[src/rtl/phase_ctrl_pkg.sv]
// rtl/phase_ctrl_pkg.sv - encodings, phase constants and flag indices for phase_ctrl
package phase_ctrl_pkg;

    typedef enum logic [1:0] {
        ST_IDLE = 2'd0,
        ST_RUN  = 2'd1,
        ST_HALT = 2'd2
    } state_t;

    // op1 = ir[15:14]
    localparam logic [1:0] OP1_LD  = 2'b00;
    localparam logic [1:0] OP1_ST  = 2'b01;
    localparam logic [1:0] OP1_IMM = 2'b10;
    localparam logic [1:0] OP1_ALU = 2'b11;

    // op2 = ir[13:11] when op1 = 10
    localparam logic [2:0] OP2_LI  = 3'b000;
    localparam logic [2:0] OP2_B   = 3'b100;
    localparam logic [2:0] OP2_BCC = 3'b111;

    // op3 = ir[7:4] when op1 = 11
    localparam logic [3:0] OP3_ADD = 4'b0000;
    localparam logic [3:0] OP3_SUB = 4'b0001;
    localparam logic [3:0] OP3_AND = 4'b0010;
    localparam logic [3:0] OP3_OR  = 4'b0011;
    localparam logic [3:0] OP3_XOR = 4'b0100;
    localparam logic [3:0] OP3_CMP = 4'b0101;
    localparam logic [3:0] OP3_MOV = 4'b0110;
    localparam logic [3:0] OP3_SLL = 4'b1000;
    localparam logic [3:0] OP3_SLR = 4'b1001;
    localparam logic [3:0] OP3_SRL = 4'b1010;
    localparam logic [3:0] OP3_SRA = 4'b1011;
    localparam logic [3:0] OP3_IN  = 4'b1100;
    localparam logic [3:0] OP3_OUT = 4'b1101;
    localparam logic [3:0] OP3_HLT = 4'b1111;

    // cond = ir[10:8]
    localparam logic [2:0] COND_BE  = 3'b000;
    localparam logic [2:0] COND_BLT = 3'b001;
    localparam logic [2:0] COND_BLE = 3'b010;
    localparam logic [2:0] COND_BNE = 3'b011;

    localparam logic [4:0] PH_P1 = 5'b00001;
    localparam logic [4:0] PH_P2 = 5'b00010;
    localparam logic [4:0] PH_P3 = 5'b00100;
    localparam logic [4:0] PH_P4 = 5'b01000;
    localparam logic [4:0] PH_P5 = 5'b10000;

    localparam int FLAG_S = 3;
    localparam int FLAG_Z = 2;
    localparam int FLAG_C = 1;
    localparam int FLAG_V = 0;

    // ALU ops that update the flag register (MOV and I/O do not)
    function automatic logic op3_sets_flags(input logic [3:0] op3);
        case (op3)
            OP3_ADD, OP3_SUB, OP3_AND, OP3_OR, OP3_XOR, OP3_CMP,
            OP3_SLL, OP3_SLR, OP3_SRL, OP3_SRA: op3_sets_flags = 1'b1;
            default:                            op3_sets_flags = 1'b0;
        endcase
    endfunction

endpackage

[src/rtl/phase_ctrl_if.sv]
// rtl/phase_ctrl_if.sv - core-side bundle of phase_ctrl inputs, phase and strobes
interface phase_ctrl_if #(
    parameter int ICNT_W = 16
);
    logic              run;
    logic [15:0]       ir;
    logic [3:0]        szcv;
    logic [4:0]        phase;
    logic              ld_ir;
    logic              pc_inc;
    logic              ld_pc_br;
    logic              ld_szcv;
    logic              mem_re;
    logic              mem_we;
    logic              out_en;
    logic              reg_we;
    logic              halted;
    logic [ICNT_W-1:0] icount;

    modport master (
        output run, ir, szcv,
        input  phase, ld_ir, pc_inc, ld_pc_br, ld_szcv, mem_re, mem_we,
               out_en, reg_we, halted, icount
    );

    modport slave (
        input  run, ir, szcv,
        output phase, ld_ir, pc_inc, ld_pc_br, ld_szcv, mem_re, mem_we,
               out_en, reg_we, halted, icount
    );
endinterface

[src/rtl/phase_ctrl_branch_eval.sv]
// rtl/phase_ctrl_branch_eval.sv - conditional-branch test against held flags
module phase_ctrl_branch_eval
    import phase_ctrl_pkg::*;
(
    input  logic [2:0] cond,
    input  logic [3:0] szcv,
    output logic       taken
);
    logic s_xor_v;
    logic unused_carry;

    assign s_xor_v      = szcv[FLAG_S] ^ szcv[FLAG_V];
    assign unused_carry = szcv[FLAG_C];

    // evaluate the branch condition; reserved conditions are never taken
    always_comb begin
        taken = 1'b0;
        case (cond)
            COND_BE:  taken = szcv[FLAG_Z];
            COND_BLT: taken = s_xor_v;
            COND_BLE: taken = szcv[FLAG_Z] | s_xor_v;
            COND_BNE: taken = ~szcv[FLAG_Z];
            default:  taken = 1'b0;
        endcase
    end
endmodule

[src/rtl/phase_ctrl.sv]
// rtl/phase_ctrl.sv - five-phase instruction sequencer and strobe decoder
module phase_ctrl
    import phase_ctrl_pkg::*;
#(
    parameter int ICNT_W = 16
) (
    input  logic        clk,
    input  logic        rst,
    phase_ctrl_if.slave bus
);
    state_t            state_q, state_d;
    logic [4:0]        phase_q, phase_d;
    logic [ICNT_W-1:0] icount_q;

    logic [1:0] op1;
    logic [2:0] op2;
    logic [3:0] op3;
    logic       is_alu, is_hlt, br_taken;
    logic       unused_ir;

    assign op1       = bus.ir[15:14];
    assign op2       = bus.ir[13:11];
    assign op3       = bus.ir[7:4];
    assign is_alu    = (op1 == OP1_ALU);
    assign is_hlt    = is_alu && (op3 == OP3_HLT);
    assign unused_ir = ^bus.ir[3:0];

    phase_ctrl_branch_eval u_branch_eval (
        .cond  (bus.ir[10:8]),
        .szcv  (bus.szcv),
        .taken (br_taken)
    );

    // state, phase and retired count; reset aborts any instruction in flight
    always_ff @(posedge clk or posedge rst) begin
        if (rst) begin
            state_q  <= ST_IDLE;
            phase_q  <= '0;
            icount_q <= '0;
        end else begin
            state_q <= state_d;
            phase_q <= phase_d;
            if (state_q == ST_RUN && phase_q == PH_P5)
                icount_q <= icount_q + 1'b1;
        end
    end

    // next state: run only starts an instruction from IDLE/HALT; RUN ignores it
    always_comb begin
        state_d = state_q;
        phase_d = phase_q;
        case (state_q)
            ST_IDLE, ST_HALT: begin
                if (bus.run) begin
                    state_d = ST_RUN;
                    phase_d = PH_P1;
                end
            end
            ST_RUN: begin
                if (phase_q == PH_P5) begin
                    if (is_hlt) begin
                        state_d = ST_HALT;
                        phase_d = '0;
                    end else begin
                        phase_d = PH_P1;
                    end
                end else if (phase_q == '0) begin
                    phase_d = PH_P1;
                end else begin
                    phase_d = {phase_q[3:0], 1'b0};
                end
            end
            default: begin
                state_d = ST_IDLE;
                phase_d = '0;
            end
        endcase
    end

    // strobes decode from the registered phase, so they drop with reset at once
    always_comb begin
        bus.ld_ir    = 1'b0;
        bus.pc_inc   = 1'b0;
        bus.ld_pc_br = 1'b0;
        bus.ld_szcv  = 1'b0;
        bus.mem_re   = 1'b0;
        bus.mem_we   = 1'b0;
        bus.out_en   = 1'b0;
        bus.reg_we   = 1'b0;
        case (phase_q)
            PH_P1: begin
                bus.ld_ir  = 1'b1;
                bus.pc_inc = 1'b1;
            end
            PH_P3: begin
                bus.ld_szcv  = is_alu && op3_sets_flags(op3);
                bus.ld_pc_br = (op1 == OP1_IMM) &&
                               ((op2 == OP2_B) || (op2 == OP2_BCC && br_taken));
            end
            PH_P4: begin
                bus.mem_re = (op1 == OP1_LD);
                bus.mem_we = (op1 == OP1_ST);
                bus.out_en = is_alu && (op3 == OP3_OUT);
            end
            PH_P5: begin
                bus.reg_we = (op1 == OP1_LD) ||
                             (op1 == OP1_IMM && op2 == OP2_LI) ||
                             (is_alu && ((op3_sets_flags(op3) && op3 != OP3_CMP) ||
                                         op3 == OP3_MOV || op3 == OP3_IN));
            end
            default: ;
        endcase
    end

    assign bus.phase  = phase_q;
    assign bus.halted = (state_q == ST_HALT);
    assign bus.icount = icount_q;
endmodule

[src/flat_wrapper.sv]
// flat-port wrapper written by rule: the top's interface ports become plain ports
module phase_ctrl_flat import phase_ctrl_pkg::*;
#(
    parameter int ICNT_W = 16
)
  (clk, rst, bus_run, bus_ir, bus_szcv, bus_phase, bus_ld_ir, bus_pc_inc, bus_ld_pc_br, bus_ld_szcv, bus_mem_re, bus_mem_we, bus_out_en, bus_reg_we, bus_halted, bus_icount);
  phase_ctrl_if #(.ICNT_W(ICNT_W)) bus_i ();
  input  logic clk;
  input  logic rst;
  input wire logic [$bits(bus_i.run)-1:0] bus_run;
  input wire logic [$bits(bus_i.ir)-1:0] bus_ir;
  input wire logic [$bits(bus_i.szcv)-1:0] bus_szcv;
  output wire logic [$bits(bus_i.phase)-1:0] bus_phase;
  output wire logic [$bits(bus_i.ld_ir)-1:0] bus_ld_ir;
  output wire logic [$bits(bus_i.pc_inc)-1:0] bus_pc_inc;
  output wire logic [$bits(bus_i.ld_pc_br)-1:0] bus_ld_pc_br;
  output wire logic [$bits(bus_i.ld_szcv)-1:0] bus_ld_szcv;
  output wire logic [$bits(bus_i.mem_re)-1:0] bus_mem_re;
  output wire logic [$bits(bus_i.mem_we)-1:0] bus_mem_we;
  output wire logic [$bits(bus_i.out_en)-1:0] bus_out_en;
  output wire logic [$bits(bus_i.reg_we)-1:0] bus_reg_we;
  output wire logic [$bits(bus_i.halted)-1:0] bus_halted;
  output wire logic [$bits(bus_i.icount)-1:0] bus_icount;
  assign bus_i.run = bus_run;
  assign bus_i.ir = bus_ir;
  assign bus_i.szcv = bus_szcv;
  assign bus_phase = bus_i.phase;
  assign bus_ld_ir = bus_i.ld_ir;
  assign bus_pc_inc = bus_i.pc_inc;
  assign bus_ld_pc_br = bus_i.ld_pc_br;
  assign bus_ld_szcv = bus_i.ld_szcv;
  assign bus_mem_re = bus_i.mem_re;
  assign bus_mem_we = bus_i.mem_we;
  assign bus_out_en = bus_i.out_en;
  assign bus_reg_we = bus_i.reg_we;
  assign bus_halted = bus_i.halted;
  assign bus_icount = bus_i.icount;
  phase_ctrl #(.ICNT_W(ICNT_W)) u_core (.clk(clk), .rst(rst), .bus(bus_i));
endmodule
[config.mk]
export PLATFORM = sky130hd
export DESIGN_NAME = phase_ctrl_flat
export DESIGN_NICKNAME = d
export VERILOG_FILES = /design/src/rtl/phase_ctrl_pkg.sv /design/src/rtl/phase_ctrl_if.sv /design/src/rtl/phase_ctrl_branch_eval.sv /design/src/rtl/phase_ctrl.sv /design/src/flat_wrapper.sv
export SDC_FILE = /design/constraint.sdc
export NUM_CORES = 1
export LEC_CHECK = 0
export ABC_AREA = 1
export CORE_ASPECT_RATIO = 1.5
export CORE_MARGIN = 3
export CORE_UTILIZATION = 37
export CTS_CLUSTER_DIAMETER = 150
export DETAILED_ROUTE_END_ITERATION = 8
export GPL_ROUTABILITY_DRIVEN = 0
export MAX_ROUTING_LAYER = met4
export PLACE_DENSITY = 0.75
export SETUP_SLACK_MARGIN = 0.2
export SLEW_MARGIN = 0
export SYNTH_ARGS = -nofsm -noshare
export SYNTH_HDL_FRONTEND = slang
export SYNTH_SLANG_ARGS = --single-unit
[constraint.sdc]
create_clock -name clk -period 2.95 [get_ports clk]
set_input_delay 0.7375 -clock clk [delete_from_list [all_inputs] [get_ports clk]]
set_output_delay 0.7375 -clock clk [all_outputs]
set_load 0.005 [all_outputs]
; ---- Word level (Yosys, flattened, before mapping)
; Memories as Yosys holds them, arrays and structs flattened.
; Cells that the tools add are included.
[word_totals]
regBits = 23
rom_bits = 32
in_bits = 23
mem_count = 2
[op_classes]
add_sub_neg = 1
eq_ne = 22
mux = 19
n_bitwise = 3
n_reduce_logical = 21
[mem_list]
columns = name, depth, width, rd, rd_ports_with_merged_regs, write_ports, line_no
row1 = (name not given), 16, 1, 1, 0, 0, phase_ctrl_pkg.sv:56  ; case (op3)
row2 = (name not given), 16, 1, 1, 0, 0, phase_ctrl_pkg.sv:56
[op_table]
columns = op, n
row1 = adder 16 x 1 -> 16 bit (second input constant), 1
row2 = 2-to-1 mux 5 bit, 3
row3 = == test 4 bit (second input constant), 3
row4 = 2-to-1 mux 1 bit, 10
row5 = case mux 5 bit (2 select lines), 1
row6 = logical AND 1 bit, 9
row7 = == test 2 bit (second input constant), 3
row8 = == test 3 x 2 -> 1 bit (second input constant), 2
row9 = == test 3 bit (second input constant), 2
row10 = zero test 3 bit, 2
row11 = 2-to-1 mux 2 bit, 3
row12 = == test 5 x 1 -> 1 bit (second input constant), 1
row13 = == test 5 x 3 -> 1 bit (second input constant), 1
row14 = == test 5 x 4 -> 1 bit (second input constant), 1
row15 = == test 5 bit (second input constant), 1
row16 = zero test 5 bit, 1
row17 = logical OR 1 bit, 5
row18 = == test 2 x 1 -> 1 bit (second input constant), 2
row19 = == test 4 x 3 -> 1 bit (second input constant), 1
row20 = zero test 2 bit, 2
row21 = != test 2 bit (second input constant), 2
row22 = != test 4 x 3 -> 1 bit (second input constant), 1
row23 = case mux 1 bit (4 select lines), 1
row24 = case mux 2 bit (2 select lines), 1
row25 = 7 further kinds, 7

; ---- Logic depth before layout (Yosys ltp)
; Gate-level depths: netlist of the first run.
[logic_depth]
depth_word = 8
ltp_mapped = 9
mapped_depth_nobuf = 9

; ---- By module
; Synthesis of the first run repeated with hierarchy kept, for this count alone.
[unflattened]
cells_unflattened = 200
area_unflattened_um2 = 1516.5
[modules_own_cells]
columns = mod, instances, cells_per_inst, area_each_um2, seq_area_each_um2
row1 = phase_ctrl, 1, 185, 1455.1, 575.6
row2 = phase_ctrl_branch_eval, 1, 15, 61.3, 0.0

; ---- Worst setup path before layout of the first run
; No wires, ideal clock.
[synth_timing]
kind = input -> output
start = input bus_ir[9]
end = output bus_ld_pc_br
arrival_ns = 1.231
path_slack_ns = 0.981
stages = 8
path_buffers = 0
path_cell_list = inv_1 -> nor2_1 -> inv_1 -> nand2_1 -> nand2_1 -> nand2_1 -> nand2_1 -> a21oi_1
[synth_between]
elab_chain_len = 6
elab_cells_between_ends = 9
classes_between = eq/ne: 3 / mux: 2 / reduce/logical: 4
[synth_lines]
columns = element, line_no
row1 = start: declaration, flat_wrapper.sv:11  ; input wire logic [$bits(bus_i.ir)-1:0] bus_ir;
row2 = == test 3 x 2 -> 1 bit (tied with other cells), phase_ctrl_branch_eval.sv:18  ; case (cond)
row3 = case mux 1 bit (4 select lines) *, phase_ctrl_branch_eval.sv:18
row4 = logical AND 1 bit *, phase_ctrl.sv:98  ; ((op2 == OP2_B) || (op2 == OP2_BCC && br_taken));
row5 = logical OR 1 bit *, phase_ctrl.sv:98
row6 = logical AND 1 bit *, phase_ctrl.sv:97  ; bus.ld_pc_br = (op1 == OP1_IMM) &&
row7 = 2-to-1 mux 1 bit *, phase_ctrl.sv:90  ; case (phase_q)
row8 = end: declaration, flat_wrapper.sv:16  ; output wire logic [$bits(bus_i.ld_pc_br)-1:0] bus_ld_pc_br;
; Mark *: on every way between the ends. The rest lies on a longest branch, timed or not.

; ---- Worst setup path after layout of the first run
[layout_timing]
start = input bus_ir[13]
end = output bus_reg_we
[layout_between]
elab_chain_len = 5
[layout_lines]
columns = element, line_no
row1 = zero test 3 bit, phase_ctrl.sv:107  ; (op1 == OP1_IMM && op2 == OP2_LI) ||
row2 = logical AND 1 bit, phase_ctrl.sv:107
row3 = logical OR 1 bit, phase_ctrl.sv:106  ; bus.reg_we = (op1 == OP1_LD) ||
row4 = logical OR 1 bit, phase_ctrl.sv:107
row5 = 2-to-1 mux 1 bit, phase_ctrl.sv:90
row6 = end: declaration, flat_wrapper.sv:21  ; output wire logic [$bits(bus_i.reg_we)-1:0] bus_reg_we;
; No other way between the ends.

==> results.py, run 1 <==
metrics = {
    "setup_path": {
        "end_kind": "primary output",
        "crit_start": "bus_ir[13]",
        "crit_slowest_cell": "clkdlybuf4s50_1",
        "crit_path_max_incr_delay_ps": 450,
        "critical_path.cell_chain": "clkdlybuf4s50_1, o31ai_1, nand2_1, a21oi_1, dlygate4sd2_1",
        "crit_arrival_ps": 1890,
        "crit_required_ps": 2210,
        "r2r-start": "u_core.bus.phase[0]$_DFFE_PP0P_",
        "critical_path_class": "in -> out",
        "critPathLaunchType": "primary input",
        "crit_fanout": 3,
    },
    "power_and_ir_drop": {
        "vdd_drop_max_v": 0.000339,
        "power_density_nw_per_um2": 540,
        "power_w": 0.00113,
        "total_leakage_power_nw": 1.02,
    },
    "synth": {
        "seq_area_frac_synth_pct": 38.4,
        "synth_area_um2": 1500,
        "synth_area_leaders": "dfrtp_1 38%, nand2_1 16%, inv_1 6.5%",
        "netlist_instances": 200,
        "synthSimpleGateAreaFrac_pct": 41.8,
        "synth-xor-area-share_pct": 3.43,
        "avgSynthCellArea_um2": 7.49,
        "synth_adder_area_share_pct": 0.835,
        "synthMuxAreaShare_pct": 0,
        "synth_compound_area_share_pct": 6.10,
        "synthDistinctLibCells": 31,
        "synth.top_cell.area_share_pct": 38.4,
        "ys_ff_latch": 23,
        "synth.largest_area_cell": "dfrtp_1",
        "yosys_warnings": 0,
        "synth_top_family_by_area": "simple AND/OR/NAND/NOR gates",
        "synth_nets": 224,
    },
    "layout": {
        "fin_cells": 296,
        "fin_nets": 278,
        "n_fill_cell": 362,
        "drive_above_1_share_pct": 12.6,
        "antenna_cells": 0,
        "final_core_util_pct": 55.1,
        "syn_to_final_growth_pct": 39.3,
    },
    "clock_network": {
        "postCtsHoldBufs": 0,
        "cts_tree": "built",
        "cts_inserted_buffers": 3,
        "insertion_delay_ps": 260,
        "clk_pin_slew_worst_paths_ps": 80,
        "h-tree-depth": 1,
        "cts-root-buf": "clkbuf_8",
        "cts_sinks": 23,
        "cts_buffer_depth": 2,
    },
    "min_path": {
        "hold_path_startpoint": "u_core.bus.icount[15]$_DFFE_PP0P_",
        "hold_path.class": "reg -> reg",
    },
    "timing": {
        "period_share_pct": 89.0,
        "max_slew_margin_pct": 76.4,
        "rsz0062_at_grt": "false",
        "tightest_slew_ps": 352,
        "setup_viol": 0,
        "slew_viol_final": 0,
        "timing.fmax_ghz": 0.381,
        "hold_viol_final": 0,
        "skew_ps": 3.00,
        "setup_ws_ps": 324,
        "fin_crit_ps": 2630,
    },
    "detailed_routing": {
        "drt_iter0_markers": 68,
        "viasPerCell": 4.89,
        "drcViolationCount": 0,
        "antenna_left": 0,
        "route.vias.total": 1447,
        "wl_mm": 3.48,
        "dr.pass1.iters": 4,
        "wl_per_cell_um": 11.8,
    },
    "grt": {
        "grt_pass1_vias": 1367,
        "grt_max_degree": 24,
        "track_usage_pct": 15.2,
        "grt_pass1_wl_mm": 5.83,
        "grt_overflow": 0,
        "antenna_found_initial": 0,
    },
    "placement": {
        "dp_hpwl_mm": 2.72,
        "io_buffer_count": 47,
        "place_ws_ps": -62.5,
        "place_inst": 292,
    },
    "flow_run": {
        "drv_cap": 0,
    },
    "floorplanning": {
        "core_um2": 3780,
        "die_w_um": 57.9,
        "io_pins": 53,
        "die_area_um2": 4860,
        "start_util_pct": 39.6,
        "rows": 27,
        "fp.dieH_um": 83.9,
    },
    "outcome": {
        "status": "completed",
    },
}
## worst max-delay path: cells and delay by family
| kind | cells | cell delay (ps) |
|---|---|---|
| AND/OR/NAND/NOR | 1 | 80 |
| AO/OA/AOI/OAI | 2 | 370 |
| buffers and inverters | 2 | 690 |
## timing repair
item / CTS / global route
setup endpoints to repair: 5 / 4
hold endpoints to repair: 0 / 0
setup buffers: 0 / 0
pin swaps: 1 / 1
resized for setup: 5 / 13
## sequential cells by signal, indices dropped and copies added (netlist names)
name	cells
u_core.bus.icount	16
u_core.bus.phase	5
u_core.state_q	2
## worst paths after layout
kind	to	slack, ps	cells past startpoint
max	bus_reg_we	320	5
min	u_core.bus.icount[15]$_DFFE_PP0P_	510	2
max reg2reg	u_core.bus.icount[11]$_DFFE_PP0P_	1380	8
min reg2reg	u_core.bus.icount[15]$_DFFE_PP0P_	510	2
max in group asynchronous	u_core.bus.phase[3]$_DFFE_PP0P_	1910	3
min in group asynchronous	u_core.bus.icount[0]$_DFFE_PP0P_	810	3
## final cells by class
cell class	count	area [µm²]	share of cell area, %
Clock buffer	4	45.0	2.16
Sequential cell	23	576	27.6
Multi-Input combinational cell	144	790	37.9
Timing Repair Buffer	51	503	24.1
Tap cell	43	53.8	2.58
Inverter	31	119	5.70
## cells in the final DEF, fill, tap and decap left out, types with 2 or more instances in the layout
master,instances
nor2_1,13
nand4_1,5
nor3_1,5
a21oi_1,4
clkdlybuf4s50_1,37
o22ai_1,3
dfrtp_1,23
nand3b_1,5
clkbuf_2,2
inv_1,25
o21ai_0,7
nand2_2,2
nor2_2,5
dlymetal6s2s_1,6
nand3_4,2
inv_2,4
xor2_1,3
dlygate4sd2_1,2
clkbuf_8,3
nand3_1,13
nand2_1,62
nor2_4,4
buf_4,4
o21ai_1,2
## logic make-up (layout without fill, tap and decap cells)
logic type	Yosys count	after routing
and+or+nand+nor	121	121
buffers and inverters	33	86
DFF	23	23
AOI/OAI and AO/OA	17	17
xor gates and xnor gates	5	5
adders and majority gates	1	1
## Yosys cell counts (all sizes together)
cell and n:
nand2 64, inv 30, dfrtp 23, nor2 23
nand3 16, o21ai 9, nand4 6, nand3b 5
nor3 5, a21oi 4, o22ai 3, xor2 3
buf 2, xnor2 2, and3 1, clkinv 1
ha 1, nor4 1, o31ai 1
## routing by layer
metal | global-route usage [%] | vias to the layer above | part of all wire [%]
met4 | 4.43 | 0 | 0.89
met3 | 2.79 | 4 | 7.7
met2 | 26.7 | 55 | 50
li1 | - | 742 | -
met5 | - | - | 0
met1 | 17.1 | 646 | 42
## report_power, final
group	internal (W)	switching, W
clock network	0.0000962	0.0000944
logic	0.000234	0.000242
registers	0.000376	0.0000845
## through the flow
| step | hold slack, ps | area (µm²) | TNS [ps] |
|---|---|---|---|
| global placement | 491 | 2030 | -49.2 |
| detailed placement | 497 | 2030 | -94.5 |
| global route | 566 | 2090 | 0 |
| finish | 506 | 2090 | 0 |
| floorplan | 478 | 1500 | 0 |
| CTS | 517 | 2070 | 0 |
No activity file was read; power rests on OpenSTA's default activity.
==> run 2, diff against run 1 <==
Settings changed: ABC_AREA 1 to default, DONT_BUFFER_PORTS from default to 1, PLACE_DENSITY 0.75 to 0.58.
==> run 2 against run 1 <==
Sequential share of layout area grew 16 points. Worst hold slack improved by 12 ps. Utilization decreased by 13 points. Non-clock buffer count shrank 51. First-iteration DRC count down 68%. Critical path depth is 2 lower. Die area fell by 15%. Largest power group is now sequential cells. Via count down 34%. Maximum frequency up 12%. Critical path type is now reg -> out. Count of clock-buffer cells in the layout unchanged.
==> results.py, run 2 <==
metrics = {
    "synth": {
        "yosys_warnings": 0,
        "ys_ff_latch": 23,
        "netlist_instances": 124,
        "yosys-top-cells-count": "23 x dfrtp_1, 13 x nor2_1, 9 x nand2_1, 9 x nand3_1",
        "synth.largest_area_cell": "dfrtp_1",
        "synth_area_um2": 1240,
        "synth_area_leaders": "dfrtp_1 46%, xnor2_1 5.6%, xor2_1 4.9%",
        "synth_ff_type": "dfrtp_1",
        "synth.top_cell.area_share_pct": 46.2,
        "synth_edf_count": 0,
        "synthArstFlopShare_pct": 100,
        "yosysMostFrequentCell": "dfrtp_1",
        "synth_nets": 148,
        "seq_area_frac_synth_pct": 46.2,
        "avgSynthCellArea_um2": 10.0,
        "synthDistinctLibCells": 36,
    },
    "detailed_routing": {
        "antenna_left": 0,
        "route.vias.total": 954,
        "dr.pass1.iters": 4,
        "wl_mm": 2.54,
        "wl_per_cell_um": 15.3,
        "drt_iter0_markers": 22,
        "drcViolationCount": 0,
        "viasPerCell": 5.75,
    },
    "grt": {
        "antenna_found_initial": 0,
        "grt_pass1_wl_mm": 4.43,
        "grt_overflow": 0,
        "grt_max_degree": 24,
        "grt_pass1_vias": 1071,
        "track_usage_pct": 14.2,
    },
    "floorplanning": {
        "io_pins": 53,
        "rows": 25,
        "die_area_um2": 4110,
        "core_um2": 3190,
        "fp.dieH_um": 77.0,
        "start_util_pct": 39.0,
        "die_w_um": 53.4,
    },
    "setup_path": {
        "crit_arrival_ps": 1600,
        "critPathLaunchType": "register",
        "crit_required_ps": 2210,
        "crit_start": "u_core.bus.phase[0]$_DFFE_PP0P_",
        "worstReg2RegEnd": "u_core.bus.icount[15]$_DFFE_PP0P_",
        "r2r-start": "u_core.bus.phase[0]$_DFFE_PP0P_",
        "endpoint": "bus_reg_we",
        "end_kind": "primary output",
        "reg2reg_setup_slack_ps": 880,
        "r2r.worst_path.cells": 4,
        "critical_path_class": "reg -> out",
        "crit_fanout": 8,
    },
    "timing": {
        "holdWs_ps": 519,
        "tns_ps": 0,
        "fin_crit_ps": 2340,
        "slew_viol_final": 0,
        "setup_viol": 0,
        "timing.fmax_ghz": 0.427,
        "rsz0062_at_grt": "false",
        "max_slew_margin_pct": 43.3,
        "skew_ps": 3.42,
        "hold_viol_final": 0,
        "period_share_pct": 79.3,
        "setup_ws_ps": 610,
        "tightest_slew_ps": 849,
    },
    "clock_network": {
        "cts_sinks": 23,
        "cts-root-buf": "clkbuf_8",
        "cts-resized-gates": 0,
        "h-tree-depth": 1,
        "cts_buffer_depth": 2,
        "insertion_delay_ps": 260,
        "cts_setup_buffers": 0,
        "cts_inserted_buffers": 3,
        "clk_pin_slew_worst_paths_ps": 80,
        "cts_tree": "built",
        "postCtsHoldBufs": 0,
    },
    "placement": {
        "dp_hpwl_mm": 2.03,
        "io_buffer_count": 0,
        "place_ws_ps": 620,
        "place_inst": 162,
    },
    "layout": {
        "fin_cells": 166,
        "largest_register_ffs": 16,
        "final_common_cell": "dfrtp_1",
        "antenna_cells": 0,
        "n_fill_cell": 327,
        "syn_to_final_growth_pct": 6.73,
        "fin_nets": 151,
        "most-common-layout-cells": "23 x dfrtp_1, 13 x nor2_1, 9 x nand2_1, 9 x nand3_1",
        "drive_above_1_share_pct": 7.14,
    },
    "min_path": {
        "hold_path.class": "reg -> reg",
    },
    "flow_run": {
        "drv_cap": 0,
    },
    "power_and_ir_drop": {
        "vdd_drop_max_v": 0.000208,
        "total_leakage_power_nw": 0.575,
        "power_density_nw_per_um2": 690,
    },
    "outcome": {
        "status": "completed",
    },
}
==> run 2: changes by cell type in the layout (fill, tap and decap cells not counted), sizes merged, moves of 7 or more <==
cell | previous run | this run
nand2 | 64 | 9
clkdlybuf4s50 | 37 | 0
inv | 30 | 8
nor2 | 23 | 13
nand3 | 16 | 9
xnor2 | 2 | 9
==> run 2: worst max-delay path: stages, from the launching register on <==
cell and delay (ps):
dfrtp_1 480, nor4_4 560, nand2_1 130, nor2_1 160
==> run 2: stage by stage <==
stage / util (%) / total power, W / area (µm²)
after CTS: 41.6 / 0.000929 / 1330
after floorplan: - / 0.000676 / 1240
after global routing: 41.6 / 0.000981 / 1330
final: 41.6 / 0.000917 / 1330
after global placement: 40.2 / 0.000729 / 1280
after detailed placement: 40.2 / 0.000738 / 1280
==> run 2: worst min path at each step <==
stage	from	endpoint	slack [ps]	cells after the start
2_1_floorplan	u_core.bus.icount[12]$_DFFE_PP0P_	u_core.bus.icount[12]$_DFFE_PP0P_	480	1
3_3_place_gp	u_core.bus.icount[12]$_DFFE_PP0P_	u_core.bus.icount[12]$_DFFE_PP0P_	500	1
3_5_place_dp	u_core.bus.icount[12]$_DFFE_PP0P_	u_core.bus.icount[12]$_DFFE_PP0P_	510	1
4_1_cts	u_core.bus.icount[12]$_DFFE_PP0P_	u_core.bus.icount[12]$_DFFE_PP0P_	520	1
5_1_grt	u_core.bus.icount[3]$_DFFE_PP0P_	u_core.bus.icount[3]$_DFFE_PP0P_	550	1
6_report	u_core.bus.icount[12]$_DFFE_PP0P_	u_core.bus.icount[12]$_DFFE_PP0P_	520	1
==> run 2: routing by layer <==
layer | global-route usage (%) | vias to the layer above | part of all wire (%)
met5 | - | - | 0
met4 | 5.37 | 0 | 1.8
met3 | 2.72 | 4 | 7.4
met2 | 25.8 | 41 | 54
met1 | 14.3 | 466 | 37
li1 | - | 443 | -
==> run 2: cell families (layout without fill, tap and decap cells) <==
| logic type | Yosys count | in the layout | synth area share (%) |
|---|---|---|---|
| and+or+nand+nor | 56 | 56 | 26.8 |
| adders and majority gates | 1 | 1 | 1.00 |
| AOI/OAI and AO/OA | 17 | 17 | 9.85 |
| buffers and inverters | 10 | 12 | 3.32 |
| xor gates and xnor gates | 16 | 16 | 11.9 |
| muxes | 1 | 1 | 0.904 |
| DFF | 23 | 23 | 46.2 |
==> run 2: layout make-up <==
class	count	area, µm²	share of cell area, %
Sequential cell	23	576	43.3
Tap cell	40	50.0	3.77
Clock buffer	4	45.0	3.39
Multi-Input combinational cell	91	628	47.3
Inverter	8	30.0	2.26
==> run 2: where the power goes <==
part           leakage (nW)  internal (W)  switching (W)
registers             0.306      0.000376       0.000115
logic                 0.247      0.000105       0.000130
clock network        0.0228     0.0000962      0.0000953
total                 0.575      0.000577       0.000340
